### config.mk
export PLATFORM = sky130hd
export DESIGN_NAME = w_port_arbiter
export DESIGN_NICKNAME = d
export VERILOG_FILES = /design/src/rtl/w_fifo_pkg.sv /design/src/rtl/w_port_arbiter_rr_pick.sv /design/src/rtl/w_port_arbiter.sv
export SDC_FILE = /design/constraint.sdc
export NUM_CORES = 1
export LEC_CHECK = 0
export CORE_MARGIN = 5
export CORE_UTILIZATION = 45
export CTS_BUF_LIST = sky130_fd_sc_hd__clkbuf_4
export CTS_CLUSTER_DIAMETER = 40
export DETAILED_ROUTE_END_ITERATION = 8
export DONT_BUFFER_PORTS = 1
export PLACE_DENSITY = 0.66
export SYNTH_ARGS = -nofsm -noshare
export SYNTH_HDL_FRONTEND = slang
export SYNTH_SLANG_ARGS = --single-unit
### constraint.sdc
create_clock -name w_clk -period 3 [get_ports w_clk]
set_input_delay 0.75 -clock w_clk [delete_from_list [all_inputs] [get_ports w_clk]]
set_output_delay 0.75 -clock w_clk [all_outputs]
set_load 0.01 [all_outputs]
### src/rtl/w_fifo_pkg.sv
// ---------------------------------------------------------------------------
// w_fifo_pkg : shared types and width helpers for the async FIFO write side
// Revision   : 1.0 - initial release
// ---------------------------------------------------------------------------
`default_nettype none

package w_fifo_pkg;

  typedef enum logic [0:0] {
    ARB   = 1'b0,
    GRANT = 1'b1
  } arb_state_e;

  localparam int unsigned c_data_width_dflt = 8;

  // Counter wide enough to hold the value n itself.
  function automatic int unsigned cnt_w(input int unsigned n);
    return $clog2(n) + 1;
  endfunction

endpackage

`default_nettype wire

### src/rtl/w_port_arbiter_rr_pick.sv
// ---------------------------------------------------------------------------
// rr_pick : combinational rotate-priority finder, first set bit at/after rr_ptr
// Revision: 1.0 - initial release
// ---------------------------------------------------------------------------
`default_nettype none

module rr_pick #(
  parameter int N_REQ = 4,
  parameter int IDX_W = $clog2(N_REQ)
) (
  input  logic [N_REQ-1:0] req,
  input  logic [IDX_W-1:0] rr_ptr,
  output logic [IDX_W-1:0] winner,
  output logic             found
);

  logic [IDX_W-1:0] w_pos;

  // Walk offsets from the far end so the nearest valid index is written last.
  always_comb begin
    winner = '0;
    found  = 1'b0;
    w_pos  = '0;
    for (int i = N_REQ - 1; i >= 0; i--) begin
      if ((int'(rr_ptr) + i) >= N_REQ) begin
        w_pos = IDX_W'(int'(rr_ptr) + i - N_REQ);
      end else begin
        w_pos = IDX_W'(int'(rr_ptr) + i);
      end
      if (req[w_pos]) begin
        winner = w_pos;
        found  = 1'b1;
      end
    end
  end

endmodule

`default_nettype wire

### src/rtl/w_port_arbiter.sv
// ---------------------------------------------------------------------------
// w_port_arbiter : round-robin burst arbiter for the async FIFO write port
// Revision       : 1.0 - initial release
// ---------------------------------------------------------------------------
`default_nettype none

module w_port_arbiter
  import w_fifo_pkg::*;
#(
  parameter int N_REQ        = 4,
  parameter int DATA_WIDTH   = c_data_width_dflt,
  parameter int MAX_BURST    = 8,
  parameter int IDLE_TIMEOUT = 4
) (
  input  logic                          w_clk,
  input  logic                          w_rst,
  input  logic [N_REQ-1:0]              req_valid,
  input  logic [N_REQ-1:0]              req_last,
  input  logic [N_REQ*DATA_WIDTH-1:0]   req_data,
  output logic [N_REQ-1:0]              req_ready,
  input  logic                          w_full,
  output logic                          w_inc,
  output logic [DATA_WIDTH-1:0]         w_data,
  output logic [$clog2(N_REQ)-1:0]      grant_id,
  output logic                          busy
);

  localparam int IDX_W  = $clog2(N_REQ);
  localparam int BEAT_W = cnt_w(MAX_BURST);
  localparam int IDLE_W = cnt_w(IDLE_TIMEOUT);

  localparam logic [BEAT_W-1:0] c_beat_last = BEAT_W'(MAX_BURST - 1);
  localparam logic [IDLE_W-1:0] c_idle_last = IDLE_W'(IDLE_TIMEOUT - 1);
  localparam logic [IDX_W-1:0]  c_idx_last  = IDX_W'(N_REQ - 1);

  arb_state_e        r_state,    w_state_nxt;
  logic [IDX_W-1:0]  r_owner,    w_owner_nxt;
  logic [IDX_W-1:0]  r_rr_ptr,   w_rr_ptr_nxt;
  logic [BEAT_W-1:0] r_beat_cnt, w_beat_cnt_nxt;
  logic [IDLE_W-1:0] r_idle_cnt, w_idle_cnt_nxt;

  logic [IDX_W-1:0]  w_winner;
  logic              w_found;
  logic              w_owner_valid;
  logic              w_owner_last;
  logic              w_xfer;
  logic              w_release;

  rr_pick #(
    .N_REQ (N_REQ),
    .IDX_W (IDX_W)
  ) u_rr_pick (
    .req    (req_valid),
    .rr_ptr (r_rr_ptr),
    .winner (w_winner),
    .found  (w_found)
  );

  assign w_owner_valid = req_valid[r_owner];
  assign w_owner_last  = req_last[r_owner];
  assign w_xfer        = (r_state == GRANT) && w_owner_valid && !w_full;

  // A stalled owner (valid but FIFO full) matches neither release term.
  assign w_release = (r_state == GRANT) &&
                     ((w_xfer && (w_owner_last || (r_beat_cnt == c_beat_last))) ||
                      (!w_owner_valid && (r_idle_cnt == c_idle_last)));

  always_ff @(posedge w_clk or posedge w_rst) begin
    if (w_rst) begin
      r_state    <= ARB;
      r_owner    <= '0;
      r_rr_ptr   <= '0;
      r_beat_cnt <= '0;
      r_idle_cnt <= '0;
    end else begin
      r_state    <= w_state_nxt;
      r_owner    <= w_owner_nxt;
      r_rr_ptr   <= w_rr_ptr_nxt;
      r_beat_cnt <= w_beat_cnt_nxt;
      r_idle_cnt <= w_idle_cnt_nxt;
    end
  end

  always_comb begin
    w_state_nxt    = r_state;
    w_owner_nxt    = r_owner;
    w_rr_ptr_nxt   = r_rr_ptr;
    w_beat_cnt_nxt = r_beat_cnt;
    w_idle_cnt_nxt = r_idle_cnt;
    case (r_state)
      ARB: begin
        if (w_found) begin
          w_owner_nxt    = w_winner;
          w_beat_cnt_nxt = '0;
          w_idle_cnt_nxt = '0;
          w_state_nxt    = GRANT;
        end
      end
      GRANT: begin
        if (w_xfer) begin
          w_beat_cnt_nxt = r_beat_cnt + 1'b1;
          w_idle_cnt_nxt = '0;
        end else if (!w_owner_valid && (r_idle_cnt != '1)) begin
          w_idle_cnt_nxt = r_idle_cnt + 1'b1;
        end
        if (w_release) begin
          w_state_nxt  = ARB;
          w_rr_ptr_nxt = (r_owner == c_idx_last) ? '0 : r_owner + 1'b1;
        end
      end
      default: w_state_nxt = ARB;
    endcase
  end

  always_comb begin
    req_ready = '0;
    w_data    = '0;
    for (int i = 0; i < N_REQ; i++) begin
      if (r_owner == IDX_W'(i)) begin
        req_ready[i] = (r_state == GRANT) && !w_full;
        w_data       = req_data[i*DATA_WIDTH +: DATA_WIDTH];
      end
    end
  end

  assign w_inc    = w_xfer;
  assign grant_id = r_owner;
  assign busy     = (r_state == GRANT);

endmodule

`default_nettype wire

==> results.toml, run 1 <==
[worst_hold_path]
hold_path.class = "input pin to async pin"

[synth]
seq_area_frac_synth_pct = 27.8
syn_inst = 132
yosys_warnings = 0
synth_edf_count = 0
ys_ff_latch = 12
synth_area_per_cell_um2 = 8.19
ys_async_sr_fraction_pct = 100
ys_types = 32
syn-cell-area_um2 = 1080
ys.flop_type = "dfrtp_1"
syn-num-nets = 183

[pwr]
clockPowerShare_pct = 9.5
power.leakage_uw = 0.000515
ir_drop_mv = 0.467
power_uw = 1060
pwr-share-comb_pct = 60.3
power.internal_uw = 538
power_density_nw_per_um2 = 944
p_switching_uw = 522
seqPwrFrac_pct = 30.2
p_sw_share_pct = 49.2

[clock_tree]
clock_latency_ps = 270
cts_tree = "done"
hold_buffers = 0
post_cts_buffers = 0
root_buffer = "clkbuf_4"
clockBufferDepth = 2
ctsResizeCount = 0
cts.clk_slew.worst_paths_ps = 80
cts_max_level = 1
cts_buffers = 3
cts.sinks = 12

[global_routing]
antenna_found_initial = 0
grt_usage_pct = 15.9
grt_pass1_vias = 923
use_met2_pct = 25.1
met1_usage_pct = 20.9
gr-usage-met3_pct = 6.10
grt-ovfl-total = 0
busiest_layer = "met2"
grt_max_degree = 19
grt_pass1_wl_mm = 4.31

[floorplan]
io_pins = 59
dieArea_um2 = 3480
coreArea_um2 = 2250
die_w_um = 59.0
die_height_um = 59.0
start_util_pct = 47.9
rows = 17

[critical_path]
slowest_delay_ps = 510
cp-end-kind = "output port"
cp_slowest_cell = "dfrtp_1"
cpLargestDelayFamily = "compound AO/OA/AOI/OAI gates"
crit_required_ps = 2250
path_max_fanout = 16
arrival_ps = 2070
crit_type = "flop to output port"
crit_top_cell = "a21oi_1"
critPathBufInv = 1
cp-start-kind = "flop"
crit_path_cell_trace = "inv_1 -> ha_1 -> nand3b_1 -> a21oi_1 -> a21oi_1 -> o21ai_0"

[route]
drtIter0Drc = 60
final_antenna_net_count = 0
vias = 947
drc = 0
vias_per_cell = 5.99
drt_first_pass_iters = 4
wirelength_mm = 2.65
routedWlPerCell_um = 16.8

[timing]
finClkSkew_ps = 2.88
fin_crit_sh_pct = 93.8
finalSetupViolCount = 0
worstMarginPinSlew_ps = 527
final_max_slew_viol_count = 0
maxSlewHeadroom_pct = 64.9
fin_crit_ps = 2820
fmax_ghz = 0.355
finalHoldViolCount = 0
grt_setup_unrepaired = "no"
setup_tns_ps = 0

[layout]
final_cell_area_um2 = 1120
drive_gt1_share_pct = 9.23
antenna_cells = 0
final_nets = 183
synthToLayoutAreaGrowth_pct = 3.94

[flow_run]
maxCapViolCount = 0

[place]
io_buffers = 0
placed_area_um2 = 1100
dp_hpwl_mm = 2.08
routabilityCongestion = 0.825

[run_status]
status = "finished clean"
## registers in the layout, indices dropped and copies added, names as in the netlist
register,cells
grant_id,2
busy,1
r_beat_cnt,4
r_idle_cnt,3
r_rr_ptr,2
## placed cells by master (no fill, tap or decap), types with 2 or more instances in the layout
cell,n
nand2_1,27
a21oi_1,15
dfrtp_1,12
o21ai_0,8
ha_1,8
mux2i_1,7
inv_1,6
nand3b_1,6
and2_1,4
nor2_1,3
nor2b_1,3
o31ai_1,3
clkbuf_4,3
mux2_2,2
o41ai_1,2
or3_1,2
nand3_1,2
a221oi_1,2
## layer usage
layer,up-vias,share of wire (%)
met2,41,45
met5,-,0
met3,5,8.6
met1,438,46
li1,463,-
met4,0,0.79
## worst paths after layout
kind / to / from / slack, ps / cells after the start
max in group asynchronous: r_beat_cnt[0] / w_rst / 2290 / 1
min: r_idle_cnt[2] / w_rst / 380 / 1
min in group w_clk: r_beat_cnt[2] / r_beat_cnt[2] / 510 / 1
min reg2reg: r_beat_cnt[2] / r_beat_cnt[2] / 510 / 1
max: w_data[2] / grant_id[1] / 180 / 6
max reg2reg: r_rr_ptr[1] / grant_id[0] / 920 / 4
## power by group through the flow
stage | clock [µW] | sequential (µW) | combinational [µW]
floorplan | 0 | 300 | 538
global placement | 0 | 321 | 623
detailed placement | 0 | 324 | 639
CTS | 105 | 321 | 642
global route | 114 | 334 | 719
finish | 101 | 320 | 639
## Yosys cell counts (3+ instances only)
cell type  number  share of area [%]
nand2_1        27                9.4
a21oi_1        15                6.9
dfrtp_1        12                 28
ha_1            8                9.3
o21ai_0         8                3.7
mux2i_1         7                6.5
clkbuf_1        6                2.1
inv_1           6                2.1
nand3b_1        6                4.2
and2_1          4                2.3
nor2_1          3                1.0
nor2b_1         3                1.7
o31ai_1         3                2.1
## per-stage QoR
stage / setup slack, ps / instances / utilization (%) / hold slack (ps)
after global routing: 21.0 / 158 / 49.8 / 410
after floorplan: 621 / 132 / - / 459
after CTS: 193 / 158 / 49.8 / 384
after global placement: 557 / 155 / 48.8 / 483
after detailed placement: 509 / 155 / 48.8 / 499
final: 185 / 158 / 49.8 / 379
## layout make-up
cell class	instances	area, µm²
Sequential cell	12	300
Inverter	7	26.3
Multi-Input combinational cell	107	732
Clock buffer	3	22.5
Timing Repair Buffer	1	7.51
Fill cell	236	1130
Tap cell	28	35.0
## cell families (layout without fill, tap and decap cells)
logic type	count (synthesis)	count (layout)	synth area share (%)
flops	12	12	27.8
mux	11	11	13.1
buf+inv	13	11	4.51
fa+ha+maj	8	8	9.26
simple gates	53	53	25.7
compound gates	35	35	19.7
## worst register-to-register path, delay by kind of cell (launching register included)
kind	cells	cell delay, ps
AOI/OAI and AO/OA	2	430
muxes	2	970
DFF	1	570
Note: power is estimated with default switching activity, not from simulation.
==> run 2: changes to the inputs <==
- CAP_MARGIN: unset -> 25
- CORE_MARGIN: 5 -> unset
==> results.toml, run 2 (synthesized netlist as in run 1, its figures left out) <==
[place]
dp_hpwl_mm = 1.85
routabilityCongestion = 0.701
io_buffers = 0
place_inst = 155
placed_area_um2 = 1100

[floorplan]
die_w_um = 51.0
die_height_um = 51.0
io_pins = 59
coreArea_um2 = 2230
dieArea_um2 = 2600
rows = 17
start_util_pct = 48.4

[clock_tree]
clock_latency_ps = 270
root_buffer = "clkbuf_4"
cts.clk_slew.worst_paths_ps = 80
clockBufferDepth = 2
cts_buffers = 3
ctsResizeCount = 0
cts_tree = "done"
cts.sinks = 12
cts_max_level = 1
post_cts_buffers = 0
hold_buffers = 0

[timing]
fmax_ghz = 0.362
setup_tns_ps = 0
fin_crit_ps = 2760
fin_crit_sh_pct = 92.0
final_max_slew_viol_count = 0
finClkSkew_ps = 10.0
grt_setup_unrepaired = "no"
maxSlewHeadroom_pct = 64.4
worstMarginPinSlew_ps = 533
finalHoldViolCount = 0
finalSetupViolCount = 0

[layout]
final_util_pct = 50.5
final_cell_area_um2 = 1130
regMostFlops = "r_beat_cnt"
final_cell_mix = "27 x nand2_1, 15 x a21oi_1, 12 x dfrtp_1, 8 x o21ai_0, 8 x ha_1"
final_common_cell = "nand2_1"
synthToLayoutAreaGrowth_pct = 4.28
antenna_cells = 0
final_nets = 183
reg_top3 = "r_beat_cnt x4, r_idle_cnt x3"
fin_cells = 159
multiInputGateArea_um2 = 732
largest_reg_flops = 4
n_fill_cell = 220
regArea_um2 = 300
drive_gt1_share_pct = 9.16

[global_routing]
grt_max_degree = 19
grt_usage_pct = 17.5
grt_pass1_wl_mm = 3.48
grt-ovfl-total = 0
grt_pass1_vias = 785
antenna_found_initial = 0

[critical_path]
cp-start-kind = "flop"
crit_required_ps = 2250
crit_type = "flop to output port"
path_max_fanout = 16
arrival_ps = 2010
cp-end-kind = "output port"

[route]
routedWlPerCell_um = 14.7
drtIter0Drc = 19
drc = 0
wirelength_mm = 2.33
vias_per_cell = 5.79
drt_first_pass_iters = 4
vias = 921
final_antenna_net_count = 0

[run_status]
status = "finished clean"

[pwr]
power.leakage_uw = 0.000516
power_density_nw_per_um2 = 931
ir_drop_mv = 0.554

[flow_run]
maxCapViolCount = 0

[worst_hold_path]
hold_path.class = "input pin to async pin"
==> run 2: cell count changes in the layout (fill, tap and decap cells not counted) <==
cell,previous run,this run
clkinv_1,0,1
==> run 2: final timing paths <==
kind	from	endpoint	slack (ps)	cells after the start
hold / removal	w_rst	r_idle_cnt[0]	370	1
hold reg to reg	r_beat_cnt[2]	r_beat_cnt[2]	510	1
setup / recovery	grant_id[1]	w_data[1]	240	6
max in group asynchronous	w_rst	busy	2300	1
min in group w_clk	r_beat_cnt[2]	r_beat_cnt[2]	510	1
setup reg to reg	grant_id[0]	r_rr_ptr[1]	920	4
==> run 2: per-layer routing <==
| layer | vias to the layer above | global-route usage, % | share of wire (%) |
|---|---|---|---|
| met4 | 0 | 5.56 | 0.43 |
| met1 | 419 | 19.1 | 42 |
| met2 | 35 | 32.2 | 49 |
| li1 | 465 | - | - |
| met3 | 2 | 4.76 | 8.3 |
| met5 | - | 0 | 0 |
==> run 2: metrics by stage <==
stage	setup WS [ps]	power (µW)	hold WS (ps)
final	239	1050	367
after detailed placement	524	954	499
after CTS	225	1060	382
after floorplan	621	838	459
after global routing	46.2	1150	421
after global placement	577	931	488
==> run 2: critical path: stages (launching register included) <==
cell      delay (ps)
dfrtp_1          510
inv_1            100
ha_1             350
nand3b_1         230
a21oi_1          150
a21oi_1           50
o21ai_0          350
==> run 2: area by class of cell <==
| cell class | instances | area share (%) |
|---|---|---|
| clock buffer | 3 | 2.00 |
| timing repair buffer | 1 | 0.666 |
| inverter | 7 | 2.33 |
| multi-input combinational | 107 | 64.9 |
| tap | 28 | 3.11 |
| sequential | 12 | 26.6 |
| clock inverter | 1 | 0.333 |
==> run 2: report_power, final <==
| part | switching (µW) | internal, µW | total (µW) | leakage [µW] |
|---|---|---|---|---|
| logic | 361 | 264 | 625 | 0.000349 |
| registers | 92.4 | 227 | 320 | 0.000152 |
| clock network | 55.9 | 48.1 | 104 | 0.0000154 |
| total | 509 | 540 | 1050 | 0.000516 |
==> patch, RTL diff (settings of run 1) <==
`IDLE_TIMEOUT`: 4 -> 8.
--- a/src/rtl/w_port_arbiter.sv
+++ b/src/rtl/w_port_arbiter.sv
@@ -11,5 +11,5 @@
   parameter int DATA_WIDTH   = c_data_width_dflt,
   parameter int MAX_BURST    = 8,
-  parameter int IDLE_TIMEOUT = 4
+  parameter int IDLE_TIMEOUT = 8
 ) (
   input  logic                          w_clk,
Formal check against the unedited RTL: not equivalent (Yosys sat finds a counterexample within 10 cycles, from zero or initial values and one cycle with w_rst high).
==> patch against run 1 <==
Wire length is 18% higher; total power increased by 10%; combinational power grew 10%; sequential cell count increased by 1; global-route usage rose by 0.13 points; area after synthesis increased by 8.9%; setup slack got worse by 0.066 ns; core utilization fell by 1.5 points; cell area increased by 7.5%; critical path type unchanged; highest routed layer unchanged.
==> patch: results (changes against run 1) <==
run status=complete, no violations; syn_nets=194 (+6.0%); worst skew pair latency=0.29 ns (+0.02 ns); Tot GR Track Use=0.161 (+0.00131); instance count of the mapped netlist=145 (+9.8%); Layout fillers=244 (+3.4%); Power Sequential=0.346 mW (+8.1%); top cells by count, synth=nand2_1, a21oi_1, dfrtp_1; #MultiIn Comb=117 (+9.3%); routed len/inst=18.2 um (+8.7%); Leak Pwr=0.516 nW (+0.18%); register area=325 um^2 (+8.3%); CLK BUF=4 (+1); Data arrival, critical path=2.13 ns (+0.06 ns); first-pass GRT wire length=4400 um (+2.1%); Clk pwr share=0.104 (+0.009); flop-to-flop setup slack=1.01 ns (+0.09 ns); post-DP HPWL=2510 um (+20%); Cell Int Power=0.601 mW (+12%); Clock Skews=0.00553 ns (+0.00265 ns); Final Non-Filler Cells=171 (+8.2%); 1st-pass router iterations=5 (+1); multi-input logic portion of the cell area=0.653 (+0.00140); worst-path fanout max=17 (+1); post-synthesis sequential area ratio=0.276 (-0.00148); bufs w/o clock=0 (-1); Worst R2R End=r_rr_ptr[0]$_DFFE_PP0P_; Critical Path End=w_data[5]; Clock-cell share=0.0249 (+0.00483); Flop pwr share=0.296 (-0.006); routability cong.=0.807 (-2.1%); layout cell share with drive strength beyond 1=0.0993 (+0.00698); Vias/cell=6.29 (+4.9%); Cell variety after synth=42 (+31%)
==> patch: changes by cell type after synthesis, moves of 3 or more <==
cell / run 1 / this run
o21ai_0: 8 / 11
a21oi_1: 15 / 20
o31ai_1: 3 / 0
mux2i_1: 7 / 2
nand2_1: 27 / 23
nor2b_1: 3 / 0
==> patch: through the flow <==
step	cell area (um^2)	setup slack, ns	hold slack, ns	util
global route	1210	0.00234	0.419	0.483
floorplan	1180	0.635	0.465	-
global placement	1180	0.497	0.483	0.471
detailed placement	1180	0.419	0.502	0.471
CTS	1210	0.108	0.391	0.483
finish	1210	0.119	0.369	0.483
==> patch: cells by family after synthesis <==
group / synth area share
and+or+nand+nor: 0.292
AOI/OAI and AO/OA: 0.213
buffers and inverters: 0.0542
DFF: 0.276
muxes: 0.0935
adders and majority gates: 0.0638
xor gates and xnor gates: 0.00744
==> patch: per-layer routing <==
layer  wire length, um  vias up  track usage
met5                 0        -            0
met4                61        0       0.0681
met3               383        7       0.0419
met2              1540       61        0.314
met1              1130      493        0.155
li1                  -      514            -
